### src/rtl/uart_rx.sv
// 8N1 UART receiver: two-flop synchroniser, mid-bit start validation,
// LSB-first data sampling on an oversample tick, stop-bit check and break hold-off.
module uart_rx #(
   parameter int OS = 16
) (
   input  logic       clk,
   input  logic       rst_n,
   input  logic       tick,
   input  logic       rx,
   output logic [7:0] data,
   output logic       valid,
   output logic       frame_err,
   output logic       busy
);

   localparam int TW = (OS > 2) ? $clog2(OS) : 1;

   localparam logic [2:0] S_IDLE  = 3'd0;
   localparam logic [2:0] S_START = 3'd1;
   localparam logic [2:0] S_DATA  = 3'd2;
   localparam logic [2:0] S_STOP  = 3'd3;
   localparam logic [2:0] S_BREAK = 3'd4;

   localparam logic [TW-1:0] HALF_M1 = TW'(OS / 2 - 1);
   localparam logic [TW-1:0] FULL_M1 = TW'(OS - 1);

   logic          rx_meta_q, rx_s_q;
   logic [2:0]    state_q, state_d;
   logic [TW-1:0] tcnt_q, tcnt_d;
   logic [2:0]    bcnt_q, bcnt_d;
   logic [7:0]    shreg_q, shreg_d;
   logic [7:0]    data_q, data_d;
   logic          valid_q, valid_d;
   logic          frame_err_q, frame_err_d;

   // Line idles high, so the synchroniser resets to 1 to avoid a false start.
   always_ff @(posedge clk or negedge rst_n) begin
      if (!rst_n) begin
         rx_meta_q <= 1'b1;
         rx_s_q    <= 1'b1;
      end else begin
         rx_meta_q <= rx;
         rx_s_q    <= rx_meta_q;
      end
   end

   always_comb begin
      state_d     = state_q;
      tcnt_d      = tcnt_q;
      bcnt_d      = bcnt_q;
      shreg_d     = shreg_q;
      data_d      = data_q;
      valid_d     = 1'b0;
      frame_err_d = 1'b0;

      case (state_q)
         S_IDLE: begin
            if (!rx_s_q) begin
               tcnt_d  = '0;
               state_d = S_START;
            end
         end
         S_START: begin
            if (tick) begin
               if (rx_s_q) begin
                  state_d = S_IDLE;
               end else if (tcnt_q == HALF_M1) begin
                  tcnt_d  = '0;
                  bcnt_d  = '0;
                  state_d = S_DATA;
               end else begin
                  tcnt_d = tcnt_q + 1'b1;
               end
            end
         end
         S_DATA: begin
            if (tick) begin
               if (tcnt_q == FULL_M1) begin
                  shreg_d = {rx_s_q, shreg_q[7:1]};
                  tcnt_d  = '0;
                  bcnt_d  = bcnt_q + 3'd1;
                  if (bcnt_q == 3'd7) begin
                     state_d = S_STOP;
                  end
               end else begin
                  tcnt_d = tcnt_q + 1'b1;
               end
            end
         end
         S_STOP: begin
            if (tick) begin
               if (tcnt_q == FULL_M1) begin
                  tcnt_d = '0;
                  if (rx_s_q) begin
                     data_d  = shreg_q;
                     valid_d = 1'b1;
                     state_d = S_IDLE;
                  end else begin
                     frame_err_d = 1'b1;
                     state_d     = S_BREAK;
                  end
               end else begin
                  tcnt_d = tcnt_q + 1'b1;
               end
            end
         end
         S_BREAK: begin
            // Held-low line must release before a new start edge is accepted.
            if (rx_s_q) begin
               state_d = S_IDLE;
            end
         end
         default: begin
            state_d = S_IDLE;
         end
      endcase
   end

   always_ff @(posedge clk or negedge rst_n) begin
      if (!rst_n) begin
         state_q     <= S_IDLE;
         tcnt_q      <= '0;
         bcnt_q      <= '0;
         shreg_q     <= '0;
         data_q      <= '0;
         valid_q     <= 1'b0;
         frame_err_q <= 1'b0;
      end else begin
         state_q     <= state_d;
         tcnt_q      <= tcnt_d;
         bcnt_q      <= bcnt_d;
         shreg_q     <= shreg_d;
         data_q      <= data_d;
         valid_q     <= valid_d;
         frame_err_q <= frame_err_d;
      end
   end

   assign data      = data_q;
   assign valid     = valid_q;
   assign frame_err = frame_err_q;
   assign busy      = (state_q != S_IDLE);

endmodule

### config.mk
export PLATFORM = sky130hd
export DESIGN_NAME = uart_rx
export DESIGN_NICKNAME = d
export VERILOG_FILES = /design/src/rtl/uart_rx.sv
export SDC_FILE = /design/constraint.sdc
export NUM_CORES = 1
export LEC_CHECK = 0
export BUFFER_PORTS_ARGS = -buffer_cell sky130_fd_sc_hd__buf_4
export CAP_MARGIN = 20
export CORE_AREA = 2 2 77 42
export CTS_CLUSTER_DIAMETER = 60
export DETAILED_ROUTE_END_ITERATION = 10
export DIE_AREA = 0 0 79 44
export HOLD_SLACK_MARGIN = 0.1
export PLACE_DENSITY = 0.72
export SLEW_MARGIN = 10
export SYNTH_ARGS = -nofsm -noshare
export SYNTH_HDL_FRONTEND = slang
export SYNTH_SLANG_ARGS = --single-unit
### constraint.sdc
create_clock -name clk -period 1.7 [get_ports clk]
set_input_delay 0.085 -clock clk [delete_from_list [all_inputs] [get_ports clk]]
set_output_delay 0.085 -clock clk [all_outputs]
set_load 0.03 [all_outputs]
# Word level (Yosys, flattened, before mapping)
# Cells that the tools add are included.
# word_totals
register_bits	30
inputBits	4
output_inout_bits	11
wordCells	73
# classes
add_sub_neg	2
eq_ne	19
mux	33
reduce_logical	10
# op_table
cell	count
$mux 3	16
$mux 4	6
$ne 2x2->1 const B	10
$pmux 3 s5	1
$pmux 4 s3	1
$reduce_and 9->1	1
$mux 1	8
$eq 3x2->1 const B	2
$eq 3x3->1 const B	2
$pmux 3 s2	1
$reduce_and 6->1	1
$reduce_bool 3->1	2
$reduce_and 5->1	1
$add 4x1->4 const B	1
$eq 4x3->1 const B	1
$eq 4x4->1 const B	1
$reduce_and 4->1	1
$add 3x1->3 const B	1
$eq 3x1->1 const B	1
$logic_not 3->1	1
$ne 3x3->1 const B	1
$reduce_and 3->1	1
$ne 2x1->1 const B	1
$reduce_bool 2->1	1
$reduce_or 2->1	1

# Longest topological paths before layout
# logic_depth
word_depth	5
ltp_mapped	6
mapped_depth_nobuf	6

# Worst setup path after synthesis
# Ideal clock, no wire load.
# synth_path
path_kind	register to register
from	register tcnt_q[0]
to	register data_q[0], in the netlist data[0]
setup_ns	0.125
arrival_time_ns	1.542
t_required_ns	1.575
slack_ns	0.033
path_stages_with_launch	6
path_buffers	0
period_less_slack_ns	1.667
cell_sequence	dfrtp_1 > ha_1 > and2_4 > nand4_4 > nor3_4 > mux2_2
# synth_via
elab_chain_len	2
# synth_rtl
element	line	source
start: declaration	29	logic [TW-1:0] tcnt_q, tcnt_d;
start signal: assignment	130	tcnt_q <= tcnt_d;
$eq 4x4->1	92	if (tcnt_q == FULL_M1) begin
$reduce_and 4->1 (no source line)	n/a	
end signal: assignment	133	data_q <= data_d;
end: declaration	32	logic [7:0] data_q, data_d;
# Every way passes these cells.
# A chain may end at the register's enable or synchronous reset.

# Worst setup path after layout
# layout_path
from	register tcnt_q[1]
to	register data_q[7], in the netlist data[7]
# The elaborated chain is that of the path after synthesis.

==> run_results.csv <==
group,metric,value,unit
setup_path,startpoint_type,"register",
power_and_ir_drop,ir_drop,581,µV
detailed_routing,vias_per_cell,5.70,
die,fp.dieH,44,µm
power_and_ir_drop,p_int,1370,µW
finish,stdcell_area,1800,µm²
placement,place_ws,-0.00607,ns
detailed_routing,vias,1043,
die,rows,14,
detailed_routing,drc,0,
yosys,syn-num-nets,115,
yosys,yosysTopAreaCell,"dfrtp_1",
die,die_area,3480,µm²
setup_path,slowest_delay,0.40,ns
detailed_routing,ant_nets,0,
setup_path,path_cells,"ha_4 > and2_4 > nand4_4 > nor3_4 > buf_12 > mux2_2",
yosys,yosysTopAreaCellShare,51.2,%
sta,skew,0.00822,ns
detailed_routing,wirelength,3150,µm
power_and_ir_drop,p_leak,0.000881,µW
power_and_ir_drop,pwr-share-comb,27.8,%
die,ios,15,
sta,hold_violations,0,
yosys,ys_ff_latch,30,
global_routing,antenna_found_initial,0,
global_routing,grtUsageTotal,18.5,%
setup_path,worstPathArrival,1.81,ns
setup_path,cpLargestDelayFamily,"simple AND/OR/NAND/NOR gates",
sta,setup_ws,0.0435,ns
setup_path,path_max_fanout,9,
setup_path,crit_buf_inv,1,
outcome,status,"finished clean",
clock_tree,clockBufferDepth,2,
finish,layout.nets,149,
setup_path,crit_required,1.85,ns
placement,dp_hpwl,1980,µm
global_routing,grt_pass1_vias,971,
die,start_util,48.2,%
power_and_ir_drop,power.share.clock,28.7,%
clock_tree,cts.root.buffer_cell,"clkbuf_8",
sta,rsz0062_at_grt,"true",
clock_tree,cts_inserted_buffers,5,
placement,finalWeightedCongestion,0.892,
sta,final.period_utilization,97.4,%
finish,drive_gt1_share,45.5,%
setup_path,worstSetupPathType,"register to register",
global_routing,use_met1,25.4,%
worst_hold_path,hp-class,"input pin to register",
yosys,async_flop_share,100,%
sta,max_freq,604,MHz
clock_tree,tritoncts,"done",
global_routing,grt_max_degree,31,
yosys,syn_area,1370,µm²
detailed_routing,dr.pass1.iters,4,
placement,io_buffer_count,14,
sta,setup_viol,0,
detailed_routing,drtIter0Drc,69,
clock_tree,clkTransAtPathRegs,0.06,ns
finish,area_growth_syn_to_layout,31.3,%
job,drv_cap,0,
setup_path,crit_path_end_kind,"register",
sta,slew_headroom,71.7,%
yosys,synth_edf_count,0,
yosys,ys_warn_count,0,
global_routing,grt_overflow_total,0,
sta,finalMaxSlewViolations,0,
setup_path,crit_slowest_cell,"dfrtp_1",
yosys,synth-main-ff-cell,"dfrtp_1",
global_routing,use_met3,5.83,%
global_routing,gr-usage-met2,27.5,%
yosys,synth_cells,108,
yosys,avgSynthCellArea,12.7,µm²
sta,worstMarginPinSlew,0.425,ns
global_routing,top_usage_layer,"met2",
power_and_ir_drop,pwr-share-seq,43.6,%
sta,finalCriticalPeriod,1.66,ns
power_and_ir_drop,power_density,1120,nW/µm²
finish,antenna_cells,0,
yosys,synth_area_leaders,"dfrtp_1, mux2_2, dfstp_2, ha_1, a22o_1",
finish,nFillCells,223,
global_routing,grt_pass1_wl,4630,µm
clock_tree,htree_num_levels,2,
finish,utilization,63.3,%
power_and_ir_drop,sw_frac_of_total,31.9,%
power_and_ir_drop,switchingPower,641,µW
placement,dpl_cell_area,1590,µm²
clock_tree,worstSkewPairLatency,0.28,ns
yosys,ys_seq_area_share,55.1,%
die,coreArea,2840,µm²
yosys,synth.distinct_cells,35,
clock_tree,cts.sinks,30,
die,die_x,79,µm
detailed_routing,wl_per_cell,17.2,µm
## metal layers
metal | vias to the layer above | part of all wire [%]
met5 | - | 0
met4 | 0 | 2.9
met3 | 14 | 8.5
met2 | 54 | 44
met1 | 513 | 44
li1 | 462 | -
## final timing paths
path,slack (ns),end,startpoint,depth (start not counted)
max in group asynchronous,1.11,rx_meta_q,rst_n,2
worst max-delay path,0.04,data[7],tcnt_q[1],6
min in group asynchronous,0.27,shreg_q[6],rst_n,2
worst max register to register,0.04,data[7],tcnt_q[1],6
worst min register to register,0.36,rx_s_q,rx_meta_q,0
worst min-delay path,0.23,state_q[1],tick,4
## per-stage QoR
step | std cells | hold WS (ns) | power (µW) | TNS, ns
finish | 183 | 0.230 | 2010 | 0
detailed placement | 168 | 0.0369 | 1360 | -0.00607
floorplan | 108 | -0.211 | 1170 | 0
global route | 183 | 0.247 | 2120 | -0.157
CTS | 178 | 0.217 | 1940 | 0
global placement | 168 | 0.0327 | 1330 | 0
## cell usage after synthesis (2+ instances only)
master / n
a21oi_1: 3
a22o_1: 4
and3_1: 2
buf_2: 2
buf_4: 2
dfrtp_1: 28
dfstp_2: 2
ha_1: 3
inv_1: 5
mux2_2: 17
nand2_1: 4
nand4_1: 2
nor2_1: 6
nor3_1: 3
o21ai_0: 5
## power groups by stage
stage	combinational, µW	clock (µW)	sequential (µW)
6_report	558	576	875
5_1_grt	611	625	885
4_1_cts	496	586	863
3_5_place_dp	484	0	874
3_3_place_gp	460	0	870
2_1_floorplan	342	0	831
## state kept, by name (all words and copies together) (netlist names)
signal and count:
state_q 3, bcnt_q 3, shreg_q 8, frame_err 1, rx_meta_q 1, tcnt_q 4, data 8, valid 1
rx_s_q 1
## timing repair
item	in CTS	in global routing
gates resized for setup	3	6
hold buffers	2	0
endpoints found under the hold margin	31	0
endpoints found under the setup margin	10	20
buffers inserted	0	4
gates cloned	0	1
pin swaps	0	1
## layout make-up
class / instances / area, µm² / share of cell area [%]
Multi-Input combinational cell: 68 / 601 / 33.4
Tap cell: 40 / 50.0 / 2.79
Timing Repair Buffer: 32 / 283 / 15.7
Clock buffer: 8 / 90.1 / 5.02
Sequential cell: 30 / 753 / 42.0
Inverter: 5 / 18.8 / 1.05
## cell usage in the layout (no fill, tap or decap), drive strengths merged, types with 2 or more instances in the layout
cell type,instances
clkbuf,9
dfstp,2
inv,5
dfrtp,28
nand2,4
nor3,4
nor2,6
dlygate4sd3,2
mux2,17
ha,3
o21ai,5
and3,2
buf,29
nand4,3
a21oi,3
a22o,4
## worst min-delay path: cells and delay by family
kind                   cells  cell delay [ns]
and+or+nand+nor            1             0.06
AOI/OAI and AO/OA          2             0.17
buffers and inverters      1             0.13
## cell families after synthesis
kind of cell             count (synthesis)  synth area share (%)
XOR/XNOR                                 1                 0.641
AO/OA/AOI/OAI                           19                  10.1
flip-flops                              30                  55.1
AND/OR/NAND/NOR                         27                  13.3
multiplexers                            18                  14.7
adder cells (fa/ha/maj)                  3                  2.75
buffers and inverters                   10                  3.48
(Power assumes the default switching activity.)
